--- config.mk ---
export PLATFORM = sky130hd
export DESIGN_NAME = shape_tx_flat
export DESIGN_NICKNAME = d
export VERILOG_FILES = /design/src/rtl/shape_tx_pkg.sv /design/src/rtl/shape_tx_if.sv /design/src/rtl/shape_tx_fifo.sv /design/src/rtl/shape_tx.sv /design/src/flat_wrapper.sv
export SDC_FILE = /design/constraint.sdc
export NUM_CORES = 1
export LEC_CHECK = 0
export CORE_MARGIN = 1.5
export CORE_UTILIZATION = 50
export DETAILED_ROUTE_END_ITERATION = 12
export PLACE_DENSITY = 0.76
export RECOVER_POWER = 25
export SYNTH_ARGS = -nofsm -noshare
export SYNTH_HDL_FRONTEND = slang
export SYNTH_SLANG_ARGS = --single-unit
--- constraint.sdc ---
create_clock -name clk -period 2.1 [get_ports clk]
set_input_delay 0.315 -clock clk [delete_from_list [all_inputs] [get_ports clk]]
set_output_delay 0.315 -clock clk [all_outputs]
set_load 0.005 [all_outputs]
--- src/rtl/shape_tx_pkg.sv ---
// Shared types for the shape_tx block.
// IShapeType is the message carried on the shapeOut valid/ready channel:
// the array1 elements plus a mask telling which elements were written
// since the last commit.
package shape_tx_pkg;

    localparam int ARRAY1_LEN = 4;
    localparam int ELEM_W     = 39;
    localparam int CNT_W      = 16;

    typedef struct packed {
        logic [ARRAY1_LEN-1:0][ELEM_W-1:0] array1;
        logic [ARRAY1_LEN-1:0]             written;
    } IShapeType;

endpackage

--- src/rtl/shape_tx_if.sv ---
// Valid/ready channel carrying one shape message per transfer.
//   valid : producer has a message on data
//   ready : consumer accepts the message this cycle
//   data  : the message (shape_t, IShapeType by default)
// The message type is a parameter so a differently sized shape can reuse
// the same channel.
interface shape_tx_if
    import shape_tx_pkg::*;
#(
    parameter type shape_t = IShapeType
) ();

    logic   valid;
    logic   ready;
    shape_t data;

    modport master (output valid, output data, input ready);
    modport slave  (input valid, input data, output ready);

endinterface

--- src/rtl/shape_tx_fifo.sv ---
// DEPTH-entry register FIFO of shape messages.
//   push/push_data : write an entry; ignored while full
//   pop            : drop the head entry; ignored while empty
//   head           : head entry, all-zero while empty
//   full/empty     : decoded from the registered occupancy only, so a pop
//                    never makes room for a push in the same cycle
module shape_tx_fifo
    import shape_tx_pkg::*;
#(
    parameter int  DEPTH   = 2,
    parameter type shape_t = IShapeType
) (
    input  logic   clk,
    input  logic   rstn,
    input  logic   push,
    input  shape_t push_data,
    input  logic   pop,
    output shape_t head,
    output logic   full,
    output logic   empty
);

    localparam int PTR_W = (DEPTH > 1) ? $clog2(DEPTH) : 1;
    localparam int OCC_W = $clog2(DEPTH + 1);

    shape_t             mem [DEPTH];
    logic [PTR_W-1:0]   wr_ptr;
    logic [PTR_W-1:0]   rd_ptr;
    logic [OCC_W-1:0]   count;
    logic               do_push;
    logic               do_pop;

    function automatic logic [PTR_W-1:0] ptr_next(input logic [PTR_W-1:0] p);
        return (p == PTR_W'(DEPTH - 1)) ? '0 : p + PTR_W'(1);
    endfunction

    assign full    = (count == OCC_W'(DEPTH));
    assign empty   = (count == '0);
    assign do_push = push && !full;
    assign do_pop  = pop && !empty;
    assign head    = empty ? '0 : mem[rd_ptr];

    always_ff @(posedge clk or negedge rstn) begin
        if (!rstn) begin
            for (int i = 0; i < DEPTH; i++) begin
                mem[i] <= '0;
            end
            wr_ptr <= '0;
            rd_ptr <= '0;
            count  <= '0;
        end else begin
            if (do_push) begin
                mem[wr_ptr] <= push_data;
                wr_ptr      <= ptr_next(wr_ptr);
            end
            if (do_pop) begin
                rd_ptr <= ptr_next(rd_ptr);
            end
            case ({do_push, do_pop})
                2'b10:   count <= count + OCC_W'(1);
                2'b01:   count <= count - OCC_W'(1);
                default: count <= count;
            endcase
        end
    end

endmodule

--- src/rtl/shape_tx.sv ---
// Transmit end of the shape channel.
// Upstream writes elements into a staging register, then commits; each
// accepted commit pushes one message into an output FIFO that drives the
// shapeOut valid/ready channel.
//   clk, rstn          : clock, async active-low reset
//   wr_en/wr_idx/wr_data : staging element write (out-of-range idx ignored)
//   commit             : push staged shape (merged with same-cycle write)
//   commit_ready       : FIFO has room; a commit is accepted this cycle
//   shapeOut           : valid/ready message channel (master side)
//   sent_count         : transfers on shapeOut, wraps
//   drop_count         : commits refused while full, saturates
module shape_tx
    import shape_tx_pkg::*;
#(
    parameter int  ARRAY1_LEN = shape_tx_pkg::ARRAY1_LEN,
    parameter int  ELEM_W     = shape_tx_pkg::ELEM_W,
    parameter int  DEPTH      = 2,
    parameter type shape_t    = IShapeType
) (
    input  logic                 clk,
    input  logic                 rstn,
    input  logic                 wr_en,
    input  logic [((ARRAY1_LEN > 1) ? $clog2(ARRAY1_LEN) : 1)-1:0] wr_idx,
    input  logic [ELEM_W-1:0]    wr_data,
    input  logic                 commit,
    output logic                 commit_ready,
    shape_tx_if.master           shapeOut,
    output logic [CNT_W-1:0]     sent_count,
    output logic [CNT_W-1:0]     drop_count
);

    shape_t stage_q;
    shape_t merged;
    logic   write_hit;
    logic   commit_ok;
    logic   fifo_full;
    logic   fifo_empty;

    assign write_hit = wr_en && (int'(wr_idx) < ARRAY1_LEN);

    // The message leaving on a commit includes a write made in that cycle.
    always_comb begin
        merged = stage_q;
        if (write_hit) begin
            merged.array1[wr_idx]  = wr_data;
            merged.written[wr_idx] = 1'b1;
        end
    end

    assign commit_ready = !fifo_full;
    assign commit_ok    = commit && commit_ready;

    // A refused commit leaves staging intact (including any same-cycle
    // write) so upstream can simply retry.
    always_ff @(posedge clk or negedge rstn) begin
        if (!rstn) begin
            stage_q <= '0;
        end else if (commit_ok) begin
            stage_q <= '0;
        end else if (write_hit) begin
            stage_q <= merged;
        end
    end

    shape_tx_fifo #(
        .DEPTH   (DEPTH),
        .shape_t (shape_t)
    ) u_fifo (
        .clk       (clk),
        .rstn      (rstn),
        .push      (commit_ok),
        .push_data (merged),
        .pop       (shapeOut.ready),
        .head      (shapeOut.data),
        .full      (fifo_full),
        .empty     (fifo_empty)
    );

    assign shapeOut.valid = !fifo_empty;

    always_ff @(posedge clk or negedge rstn) begin
        if (!rstn) begin
            sent_count <= '0;
            drop_count <= '0;
        end else begin
            if (shapeOut.valid && shapeOut.ready) begin
                sent_count <= sent_count + CNT_W'(1);
            end
            if (commit && !commit_ready && (drop_count != '1)) begin
                drop_count <= drop_count + CNT_W'(1);
            end
        end
    end

endmodule

--- src/flat_wrapper.sv ---
// flat-port wrapper written by rule: the top's interface ports become plain ports
module shape_tx_flat import shape_tx_pkg::*;
#(
    parameter int  ARRAY1_LEN = shape_tx_pkg::ARRAY1_LEN,
    parameter int  ELEM_W     = shape_tx_pkg::ELEM_W,
    parameter int  DEPTH      = 2,
    parameter type shape_t    = IShapeType
)
  (clk, rstn, wr_en, wr_idx, wr_data, commit, commit_ready, sent_count, drop_count, shapeOut_valid, shapeOut_data, shapeOut_ready);
  shape_tx_if #(.shape_t(shape_t)) shapeOut_i ();
  input  logic clk;
  input  logic rstn;
  input  logic wr_en;
  input  logic [((ARRAY1_LEN > 1) ? $clog2(ARRAY1_LEN) : 1)-1:0] wr_idx;
  input  logic [ELEM_W-1:0] wr_data;
  input  logic commit;
  output logic commit_ready;
  output logic [CNT_W-1:0] sent_count;
  output logic [CNT_W-1:0] drop_count;
  output wire logic [$bits(shapeOut_i.valid)-1:0] shapeOut_valid;
  output wire logic [$bits(shapeOut_i.data)-1:0] shapeOut_data;
  input wire logic [$bits(shapeOut_i.ready)-1:0] shapeOut_ready;
  assign shapeOut_valid = shapeOut_i.valid;
  assign shapeOut_data = shapeOut_i.data;
  assign shapeOut_i.ready = shapeOut_ready;
  shape_tx #(.ARRAY1_LEN(ARRAY1_LEN), .ELEM_W(ELEM_W), .DEPTH(DEPTH), .shape_t(shape_t)) u_core (.clk(clk), .rstn(rstn), .wr_en(wr_en), .wr_idx(wr_idx), .wr_data(wr_data), .commit(commit), .commit_ready(commit_ready), .shapeOut(shapeOut_i), .sent_count(sent_count), .drop_count(drop_count));
endmodule
* After elaboration in Yosys (flattened, before gate mapping)
Index checks and enable logic that the tools add are counted.
** Operators by class
- $add $sub $neg :: 6
- Magnitude comparators :: 5
- Equality and inequality tests :: 4
- Mux-type cells :: 18
- Bitwise logic cells :: 3
- Reductions and logical operators :: 12
** Operators by type and width (count)
- 160-bit 2-to-1 mux :: 8
- 320-bit bitwise mux :: 1
- 160-bit demux with 1-bit select :: 1
- 156-bit bitwise mux :: 1
- 39-bit demux with 2-bit select :: 1
- 39-bit 2-to-1 mux :: 1
- 16-bit by 1-bit adder with 16-bit output (second input constant) :: 2
- 16-bit != test (second input constant) :: 1
- 1-bit logical AND :: 7
- 2-bit equality test (second input constant) :: 2
- 2-bit greater-or-equal comparator (second input constant) :: 2
- 1-bit NOT with 2-bit output :: 2
- 4-bit bitwise OR :: 1
- 2-bit case mux with 2 select lines :: 1
- 2-bit nonzero test :: 2
- 2-bit by 3-bit less-than comparator with 1-bit output (second input constant) :: 1
- 1-bit 2-to-1 mux :: 3
- 1-bit adder (second input constant) :: 2
- 2-bit by 1-bit adder with 2-bit output (second input constant) :: 1
- 1-bit demux with 2-bit select :: 1
- 2-bit by 1-bit equality test with 1-bit output (second input constant) :: 1
- 2-bit by 1-bit greater-or-equal comparator with 1-bit output (second input constant) :: 1
- 1-bit zero test :: 2
- 2-bit zero test :: 1
- 2 further kinds :: 2
** Storage, ports and cells
- Register bits after elaboration :: 516
- Bits of input ports :: 46
- Logic and storage cells :: 68

* Depth between registers and ports, before layout
Gate-level depths: netlist of the first run.
- Depth in word-level cells :: 8
- Gate-level depth with buffers :: 10

* Hierarchy
A second synthesis of the first run with hierarchy kept.
** Second synthesis, totals
- Cell total of the unflattened synthesis :: 1695
- Area total of the unflattened synthesis :: 22846.9 um2
** Modules (own cells, without submodules)
- shape_tx_fifo :: instances 1, cells an instance 1048, area each 14402.6 um2, seq. area each 8107.8 um2
- shape_tx :: instances 1, cells an instance 647, area each 8444.3 um2, seq. area each 4804.6 um2

* Worst setup path before layout of the first run
No wires, ideal clock.
- Kind :: flip-flop to flip-flop
- Start :: reg u_core.u_fifo.count[0]
- End :: reg u_core.u_fifo.count[1]
- Data arrival time :: 1.661 ns
- Data required time :: 2.021 ns
- Setup slack :: 0.360 ns
- Cell stages (with the launch flop) :: 10
- Path buffers :: 3
- Path through :: dfrtp_1 > buf_4 > nand2b_4 > and2_1 > buf_2 > buf_2 > inv_1 > ha_1 > nor2_1 > xor2_1
** On the way
- Word-level cells in the longest chain between the ends :: 6
- Elaborated cells on any way between the ends :: 13
** RTL lines
- from (decl) :: RTL line shape_tx_fifo.sv:29 : logic [OCC_W-1:0] count;
- from (signal assigned) :: RTL line shape_tx_fifo.sv:60 : 2'b10: count <= count + OCC_W'(1);
- from (signal assigned) :: RTL line shape_tx_fifo.sv:61 : 2'b01: count <= count - OCC_W'(1);
- from (signal assigned) :: RTL line shape_tx_fifo.sv:62 : default: count <= count;
- 2-bit equality test (*) :: RTL line shape_tx_fifo.sv:37 : assign full = (count == OCC_W'(DEPTH));
- 1-bit zero test (*) :: RTL line shape_tx.sv:50 : assign commit_ready = !fifo_full;
- net commit_ready :: RTL line flat_wrapper.sv:17 : output logic commit_ready;
- 1-bit logical AND :: RTL line shape_tx.sv:51 : assign commit_ok = commit && commit_ready;
- 1-bit logical AND (*) :: RTL line shape_tx_fifo.sv:39 : assign do_push = push && !full;
- 2-bit by 1-bit equality test with 1-bit output or 2-bit equality test (tied branches) :: RTL line shape_tx_fifo.sv:59 : case ({do_push, do_pop})
- 2-bit case mux with 2 select lines or 2-bit nonzero test (tied branches)
The timed path passes the listed nets; every way through them passes the cells marked *.
A chain may end at the register's enable or synchronous reset.

* Final worst setup path of the first run
- Start :: reg u_core.u_fifo.rd_ptr
- End :: out shapeOut_data[5]
** On the way
- Word-level cells in the longest chain between the ends :: 5
** RTL lines
- from (decl) :: RTL line shape_tx_fifo.sv:28 : logic [PTR_W-1:0] rd_ptr;
- from (signal assigned) :: RTL line shape_tx_fifo.sv:57 : rd_ptr <= ptr_next(rd_ptr);
- 1-bit NOT with 2-bit output (implied by the code) :: RTL line shape_tx_fifo.sv:41 : assign head = empty ? '0 : mem[rd_ptr];
- 160-bit 2-to-1 mux (implied by the code) (3 in a row) :: RTL line shape_tx_fifo.sv:41
- 160-bit 2-to-1 mux :: RTL line shape_tx_fifo.sv:41
- to (decl) :: RTL line flat_wrapper.sv:21 : output wire logic [$bits(shapeOut_i.data)-1:0] shapeOut_data;
Every way passes these cells. The select of a mux whose other input is x is not followed.

==> run_results.csv, run 1 <==
group,metric,value,unit
yosys,synth_seq_cells,516,
yosys,ys_seq_area_frac,0.596,
global_route,grt_use_met2,0.390,
final_layout,drive_gt1_frac,0.193,
global_route,globalRouteMet1Util,0.324,
final_layout,regArea,12900,sq um
final_layout,num-fill-cells,3118,
route,antenna_violating_nets_post_route,0,
cts,clkLatencyLatePin,600,ps
critical_path,timing.critical_path.fanout_max,8,
yosys,synth_most_common_cell,"dfrtp_1",
floorplanning,die_y,211,um
placement,gp_congestion,0.798,
timing,setup_violations,159,
critical_path,critical_path_class,"register to output port",
critical_path,critical_path_depth,7,
floorplanning,width_of_the_die,211,um
power_and_ir_drop,p_per_area,1500,nW/um^2
global_route,first_global_vias,15612,
cts,cts_htree_levels,2,
yosys,syn-mean-instance-area,10.5,sq um
critical_path,cp_slowest_cell,"dfrtp_4",
global_route,largest_net_degree_at_the_start_of_global_routing,151,
timing,post-route-period-util,1.14,
global_route,global_route_wire_length_before_repair,84.4,mm
timing,hold_viol,0,
timing,setup_repair_after_global_routing_missed_its_margin,"yes",
final_layout,fin_util,0.659,
global_route,most_heavily_used_metal_layer_in_global_routing,"met2",
timing,tns,-26800,ps
route,drt_pass1_iterations,6,
critical_path,worstPathCellList,"buf_6 -> buf_12 -> buf_12 -> buf_12 -> mux2i_4 -> nor2_2 -> clkbuf_2",
global_route,grt.met3_usage,0.0406,
power_and_ir_drop,totalPowerFinal,42.3,mW
final_layout,diodes,0,
critical_path,worst-endpoint-required,1780,ps
yosys,postSynthNetCount,2102,
critical_path,worst_setup_path_startpoint,"u_core.u_fifo.rd_ptr",
final_layout,area_growth,30.4,%
cts,cts.sink_count,516,
timing,worst_slack,-284,ps
yosys,synth_top_flop_cell,"dfrtp_1",
yosys,synth_top_cells_by_count,"dfrtp_1, nand2_1, nor2_1",
flow_run,timing.max_cap.violations,1,
critical_path,worst_r2r_path_depth,5,
timing,hold_ws,477,ps
global_route,initial_antenna_violation_count,0,
cts,tritoncts,"done",
global_route,grt_use_total,0.239,
route,route.final.wire_length,57.1,mm
floorplanning,dieArea,44600,sq um
critical_path,cp_slowest_stage_delay,500,ps
critical_path,worstReg2RegStart,"u_core.drop_count[0]",
yosys,syn_inst,2053,
power_and_ir_drop,power.leakage,14.5,nW
placement,port-buffer-count,239,
timing,final_period_minus_worst_setup_slack,2380,ps
yosys,synth.distinct_cells,48,
critical_path,cp_data_arrival_time,2070,ps
route,drc,0,
placement,placement.cell_area,25300,sq um
critical_path,critical-path-top-delay-family,"buffers and inverters",
floorplanning,placement_rows,76,
route,detailroute.via_count,16079,
route,drt-wirelength-per-cell,19.2,um
yosys,synth_top_cells_by_area,"dfrtp_1, mux2i_1, nand2_1",
critical_path,crit-reg2reg-capture,"u_core.drop_count[1]",
yosys,synth.cell_area,21700,sq um
critical_path,reg2reg_setup_slack,230,ps
route,via_per_inst,5.40,
critical_path,critical_path_capture_point,"shapeOut_data[5]",
critical_path,endpoint_kind,"output port",
route,detailedRoute.firstIterationViolations,1054,
final_layout,finish.net_count,2398,
timing,slew_headroom,-0.0208,
min_path,min-delay-path-class,"register to register",
global_route,global_route.overflow_total,0,
floorplanning,start_util,0.505,
critical_path,critPathLaunchType,"register",
cts,clock_pin_slew_reported_for_the_worst_setup_and_hold_paths_after_clock_tree_synthesis,60,ps
yosys,synth.largest_area_cell,"dfrtp_1",
timing,timing_worst_slew_pin_value,1530,ps
power_and_ir_drop,max-vdd-ir-drop,0.000750,V
floorplanning,io-pin-count,240,
final_layout,design_area,28200,sq um
timing,timing.final.max_slew_violations,49,
yosys,yosysWarnings,0,
placement,dp_hpwl,33.6,mm
yosys,ys_async_sr_fraction,1.00,
yosys,synth_edf_count,0,
critical_path,worst-path-buf-inv,5,
final_layout,total_area_of_multi_input_combinational_cells,8820,sq um
cts,cts.path.max_buffers,3,
timing,max_clock_freq,0.419,GHz
critical_path,crit_path_frequent_cell,"buf_12",
run_status,failed_checks,"max-capacitance violations, max-slew violations, negative setup slack",
run_status,outcome,"finished with violations",
cts,cts_made_buffers,52,
floorplanning,design.core.area,42900,sq um
cts,cts_root_buf,"clkbuf_16",
timing,clock-skew-final,23.7,ps
yosys,synth_top_cell_area_share,0.596,
==> metal layers <==
metal	up-vias	share of wire
li1	7452	-
met1	8019	0.42
met2	510	0.50
met3	98	0.052
met4	0	0.028
met5	-	0
==> registers in the layout, summed over array words and instances, names as in the netlist <==
signal and flops:
u_core.drop_count 16, u_core.sent_count 16, u_core.stage_q 160, u_core.u_fifo.count 2, u_core.u_fifo.mem 320, u_core.u_fifo.rd_ptr 1, u_core.u_fifo.wr_ptr 1
==> report_power, final <==
part | internal (mW) | switching [mW] | leakage (nW)
registers | 13.4 | 2.46 | 6.96
clock network | 5.50 | 3.96 | 0.870
logic | 8.35 | 8.66 | 6.63
==> through the flow <==
step / setup slack, ps / std cells
after floorplan: 360 / 2053
after global placement: 50.5 / 2809
after detailed placement: -63.7 / 2809
after CTS: -565 / 2913
after global routing: -352 / 2978
final: -284 / 2978
==> kinds of logic (layout without fill, tap and decap cells) <==
| logic type | after synthesis | in the layout | synth area share |
|---|---|---|---|
| flip-flops | 516 | 516 | 0.596 |
| adder cells (fa/ha/maj) | 3 | 3 | 0.00173 |
| AND/OR/NAND/NOR | 705 | 705 | 0.132 |
| AO/OA/AOI/OAI | 332 | 332 | 0.0775 |
| XOR/XNOR | 28 | 28 | 0.0113 |
| buffers and inverters | 147 | 487 | 0.0318 |
| multiplexers | 322 | 322 | 0.149 |
==> worst reg2reg max path, delay by kind of cell (launching register included) <==
family | cells | cell delay, ps
and+or+nand+nor | 3 | 740
DFF | 1 | 440
muxes | 1 | 310
adders and majority gates | 1 | 270
==> final cells by class <==
class	instances	share of cell area
timing repair buffer	384	0.142
tap	585	0.0259
multi-input combinational	1390	0.312
clock inverter	29	0.0108
sequential	516	0.457
inverter	5	0.000665
clock buffer	69	0.0512
==> layout by cell type, fill, tap and decap left out, types with 6 or more instances in the layout <==
cell type        instances
buf_12                  47
buf_2                   70
buf_4                   51
buf_6                   17
buf_8                    8
clkbuf_1                10
clkbuf_16               67
clkbuf_2                55
clkbuf_8                 6
clkdlybuf4s50_1         76
clkinv_2                15
dfrtp_1                515
dlymetal6s2s_1          37
mux2i_1                242
mux2i_2                 26
mux2i_4                 48
nand2_1                331
nand3_1                  9
nand4_1                  6
nor2_1                 315
nor2_2                  12
o21ai_0                235
o21ai_1                 88
xnor2_1                 13
xor2_1                  15
==> repair_timing <==
action | CTS | global route
buffers inserted | 4 | 51
pin swaps | 1 | 40
gates resized for setup | 150 | 448
cloned | 1 | 18
setup endpoints to repair | 162 | 162
endpoints found under the hold margin | 40 | 0
hold buffers | 1 | 0
==> worst min path at each step <==
stage,from,to,slack (ps),depth (start not counted)
after CTS,rstn,u_core.u_fifo.mem[151],250,2
final,u_core.u_fifo.mem[123],u_core.u_fifo.mem[123],480,2
after global routing,u_core.u_fifo.mem[302],u_core.u_fifo.mem[302],490,2
after detailed placement,rstn,u_core.u_fifo.mem[151],280,1
after floorplan,rstn,u_core.drop_count[0],20,0
after global placement,rstn,u_core.u_fifo.mem[151],280,1
No activity file was read; power rests on OpenSTA's default activity.
==> run 2, diff against run 1 <==
- ABC_AREA: unset -> 1
==> run 2 against run 1 <==
  * The flow still finishes with violations (max-capacitance violations, max-slew violations, negative setup slack)
  * Hold slack lost 25 ps
  * Clock skew is 4.7 ps higher
  * Global-route usage is 8.9 points higher
  * Die area is 3.3% higher
  * Non-clock buffer count grew 86
  * First-iteration DRC count grew 130%
  * Sequential share of layout area shrank 4.0 points
  * Highest routed layer is now met5
  * Synthesized area up 3.4%
  * Largest cell class unchanged
  * Final area increased by 9.7%
  * Largest power group unchanged
  * Core utilization is 4.2 points higher
  * Sequential cell count stayed put
==> run_results.csv, run 2 <==
group,metric,value,unit
run_status,outcome,"finished with violations",
run_status,failed_checks,"max-capacitance violations, max-slew violations, negative setup slack",
critical_path,worst-endpoint-required,1780,ps
timing,hold_viol,0,
final_layout,largestRegisters,"u_core.u_fifo.mem x320, u_core.stage_q x160",
yosys,synth-simple-area-share,0.178,
cts,cts_made_buffers,52,
critical_path,timing.critical_path.fanout_max,8,
power_and_ir_drop,p_per_area,1590,nW/um^2
global_route,grt_use_total,0.328,
yosys,ys_async_sr_fraction,1.00,
route,detailedRoute.firstIterationViolations,2435,
yosys,syn_inst,2642,
yosys,synth_top_cell_area_share,0.577,
placement,dp_hpwl,43.9,mm
critical_path,cp_slowest_stage_delay,500,ps
route,antenna_violating_nets_post_route,0,
critical_path,critical_path_depth,8,
route,drc,0,
yosys,dominant_combinational_cell_family_by_area_after_synthesis,"simple AND/OR/NAND/NOR gates",
critical_path,crit-reg2reg-capture,"u_core.sent_count[15]",
power_and_ir_drop,max-vdd-ir-drop,0.000756,V
yosys,synth_edf_count,0,
critical_path,critical_path_class,"register to output port",
yosys,postSynthNetCount,2691,
timing,post-route-period-util,1.17,
yosys,compound_cell_area_share_of_the_yosys_netlist,0.157,
cts,clkLatencyLatePin,620,ps
yosys,syn-mean-instance-area,8.47,sq um
power_and_ir_drop,power.leakage,14.8,nW
critical_path,cp_data_arrival_time,2130,ps
floorplanning,placement_rows,77,
critical_path,endpoint_kind,"output port",
yosys,synth_xor_xnor_area_share,0.00783,
final_layout,stdcell_count,3631,
yosys,synth_seq_cells,516,
global_route,largest_net_degree_at_the_start_of_global_routing,73,
critical_path,cp_slowest_cell,"dfrtp_4",
final_layout,diodes,0,
critical_path,reg2reg_setup_slack,-40,ps
final_layout,mostFrequentLayoutCell,"nand2_1",
timing,setup_violations,163,
yosys,synth_top_flop_cell,"dfrtp_1",
placement,port-buffer-count,239,
global_route,initial_antenna_violation_count,1,
final_layout,finish.net_count,3045,
min_path,min-delay-path-class,"primary input to register",
yosys,synth_top_cells_by_count,"nand2_1, dfrtp_1, nor2_1",
timing,final_period_minus_worst_setup_slack,2450,ps
timing,timing_worst_slew_pin_value,1720,ps
route,detailroute.via_count,21148,
cts,cts_htree_levels,2,
critical_path,critPathLaunchType,"register",
timing,clock-skew-final,28.4,ps
critical_path,worstReg2RegStart,"u_core.u_fifo.count[1]",
floorplanning,width_of_the_die,215,um
yosys,synth_fa_ha_area_frac,0.00168,
timing,timing.final.max_slew_violations,47,
global_route,global_route.overflow_total,0,
critical_path,worst_r2r_path_depth,12,
cts,tritoncts,"done",
placement,dpl_worst_slack,-155,ps
cts,cts.sink_count,516,
yosys,synth.cell_area,22400,sq um
floorplanning,dieArea,46000,sq um
power_and_ir_drop,sequentialPowerShare,0.318,
global_route,first_global_vias,20346,
yosys,synth_most_common_cell,"nand2_1",
flow_run,timing.max_cap.violations,1,
yosys,synth.largest_area_cell,"dfrtp_1",
timing,setup_repair_after_global_routing_missed_its_margin,"yes",
final_layout,num-fill-cells,2960,
final_layout,drive_gt1_frac,0.251,
final_layout,mostFrequentLayoutCells,"nand2_1, dfrtp_1, nor2_1",
route,drt-wirelength-per-cell,22.1,um
critical_path,worst_setup_path_startpoint,"u_core.u_fifo.rd_ptr",
floorplanning,die_y,215,um
final_layout,area_growth,38.4,%
final_layout,largest_register_ffs,320,
route,via_per_inst,5.82,
critical_path,worst-path-buf-inv,6,
yosys,ys_seq_area_frac,0.577,
critical_path,critical-path-top-delay-family,"buffers and inverters",
floorplanning,design.core.area,44200,sq um
power_and_ir_drop,p_switching,19.3,mW
route,route.final.wire_length,80.4,mm
yosys,post_synth_mux_area_share,0,
power_and_ir_drop,cell_internal_pwr,30.1,mW
placement,gp_congestion,0.876,
cts,cts_root_buf,"clkbuf_16",
power_and_ir_drop,share_comb_of_total_power,0.481,
yosys,synth_top_cells_by_area,"dfrtp_1, nand2_1, a21oi_1",
placement,place.detailed.instances,3398,
cts,clock_pin_slew_reported_for_the_worst_setup_and_hold_paths_after_clock_tree_synthesis,60,ps
final_layout,registers.top_by_ff_count,"u_core.u_fifo.mem",
critical_path,critical_path_capture_point,"shapeOut_data[115]",
global_route,global_route_wire_length_before_repair,117,mm
timing,max_clock_freq,0.409,GHz
floorplanning,start_util,0.506,
timing,worst_slack,-347,ps
timing,slew_headroom,-0.147,
route,drt_pass1_iterations,7,
timing,tns,-34590,ps
yosys,yosysWarnings,0,
yosys,synth.distinct_cells,26,
power_and_ir_drop,swShare,0.391,
power_and_ir_drop,power.clock.fraction,0.201,
critical_path,crit_path_frequent_cell,"buf_12",
critical_path,worstPathCellList,"buf_12 -> clkinv_16 -> buf_12 -> buf_12 -> buf_12 -> nand2_4 -> a21oi_4 -> buf_2",
cts,cts.path.max_buffers,3,
floorplanning,io-pin-count,240,
==> run 2: kinds of logic after synthesis <==
group                      Yosys count
buffers and inverters              383
adders and majority gates            3
DFF                                516
xor gates and xnor gates            20
and+or+nand+nor                   1037
AOI/OAI and AO/OA                  683
==> run 2: worst min path at each step <==
stage                         startpoint                      to  slack [ps]  cells past startpoint
after CTS                           rstn      u_core.stage_q[31]         260                      2
after detailed placement            rstn   u_core.u_fifo.mem[29]         290                      1
after global placement              rstn  u_core.u_fifo.mem[189]         280                      1
after global routing      shapeOut_ready    u_core.sent_count[1]         480                      5
final                     shapeOut_ready    u_core.sent_count[1]         450                      5
after floorplan                     rstn    u_core.drop_count[0]          20                      0
==> run 2: power by group through the flow <==
stage | registers [mW] | clock network [mW] | logic [mW]
global placement | 15.0 | 0 | 15.4
CTS | 15.2 | 9.88 | 20.2
global route | 16.0 | 10.3 | 25.1
detailed placement | 15.2 | 0 | 15.8
floorplan | 14.6 | 0 | 8.28
finish | 15.7 | 9.92 | 23.7
==> run 2: cell type report <==
cell class	count	area, sq um	area share
Sequential cell	516	12900	0.417
Multi-Input combinational cell	1743	9430	0.304
Timing Repair Buffer	470	5240	0.169
Clock buffer	78	1550	0.0500
Inverter	212	845	0.0273
Tap cell	592	741	0.0239
Clock inverter	19	255	0.00824
Timing Repair inverter	1	11.3	0.000363
==> run 2: metal layers <==
layer	vias up	GRT usage	wire length (um)
met5	-	0	12
met4	2	0.187	5080
met3	326	0.0840	8460
met2	1339	0.507	36900
met1	10353	0.422	29900
li1	9128	-	-
==> run 2: metrics by stage <==
stage | hold slack [ps] | total power [mW] | instance area [sq um] | util
floorplan | 19.4 | 22.9 | 22400 | -
global placement | 285 | 30.4 | 25900 | 0.586
detailed placement | 295 | 31.0 | 25900 | 0.586
CTS | 264 | 45.3 | 29600 | 0.670
global route | 479 | 51.4 | 31000 | 0.701
finish | 453 | 49.4 | 31000 | 0.701
==> run 2: worst reg2reg max path, cell delays in order (launching register included) <==
cell,delay [ps]
dfrtp_1,400
nor2_4,100
buf_6,120
buf_6,110
buf_12,140
clkbuf_16,190
buf_4,170
nor2_4,220
nand3_1,190
nor2_2,220
nand3_1,90
nand2_1,70
inv_1,40
==> run 2: repair_timing <==
action	CTS	global route
hold buffers	1	0
endpoints found under the setup margin	162	161
setup buffers	69	43
pin swaps	73	63
cloned	26	12
gates resized for setup	870	299
endpoints found under the hold margin	42	0
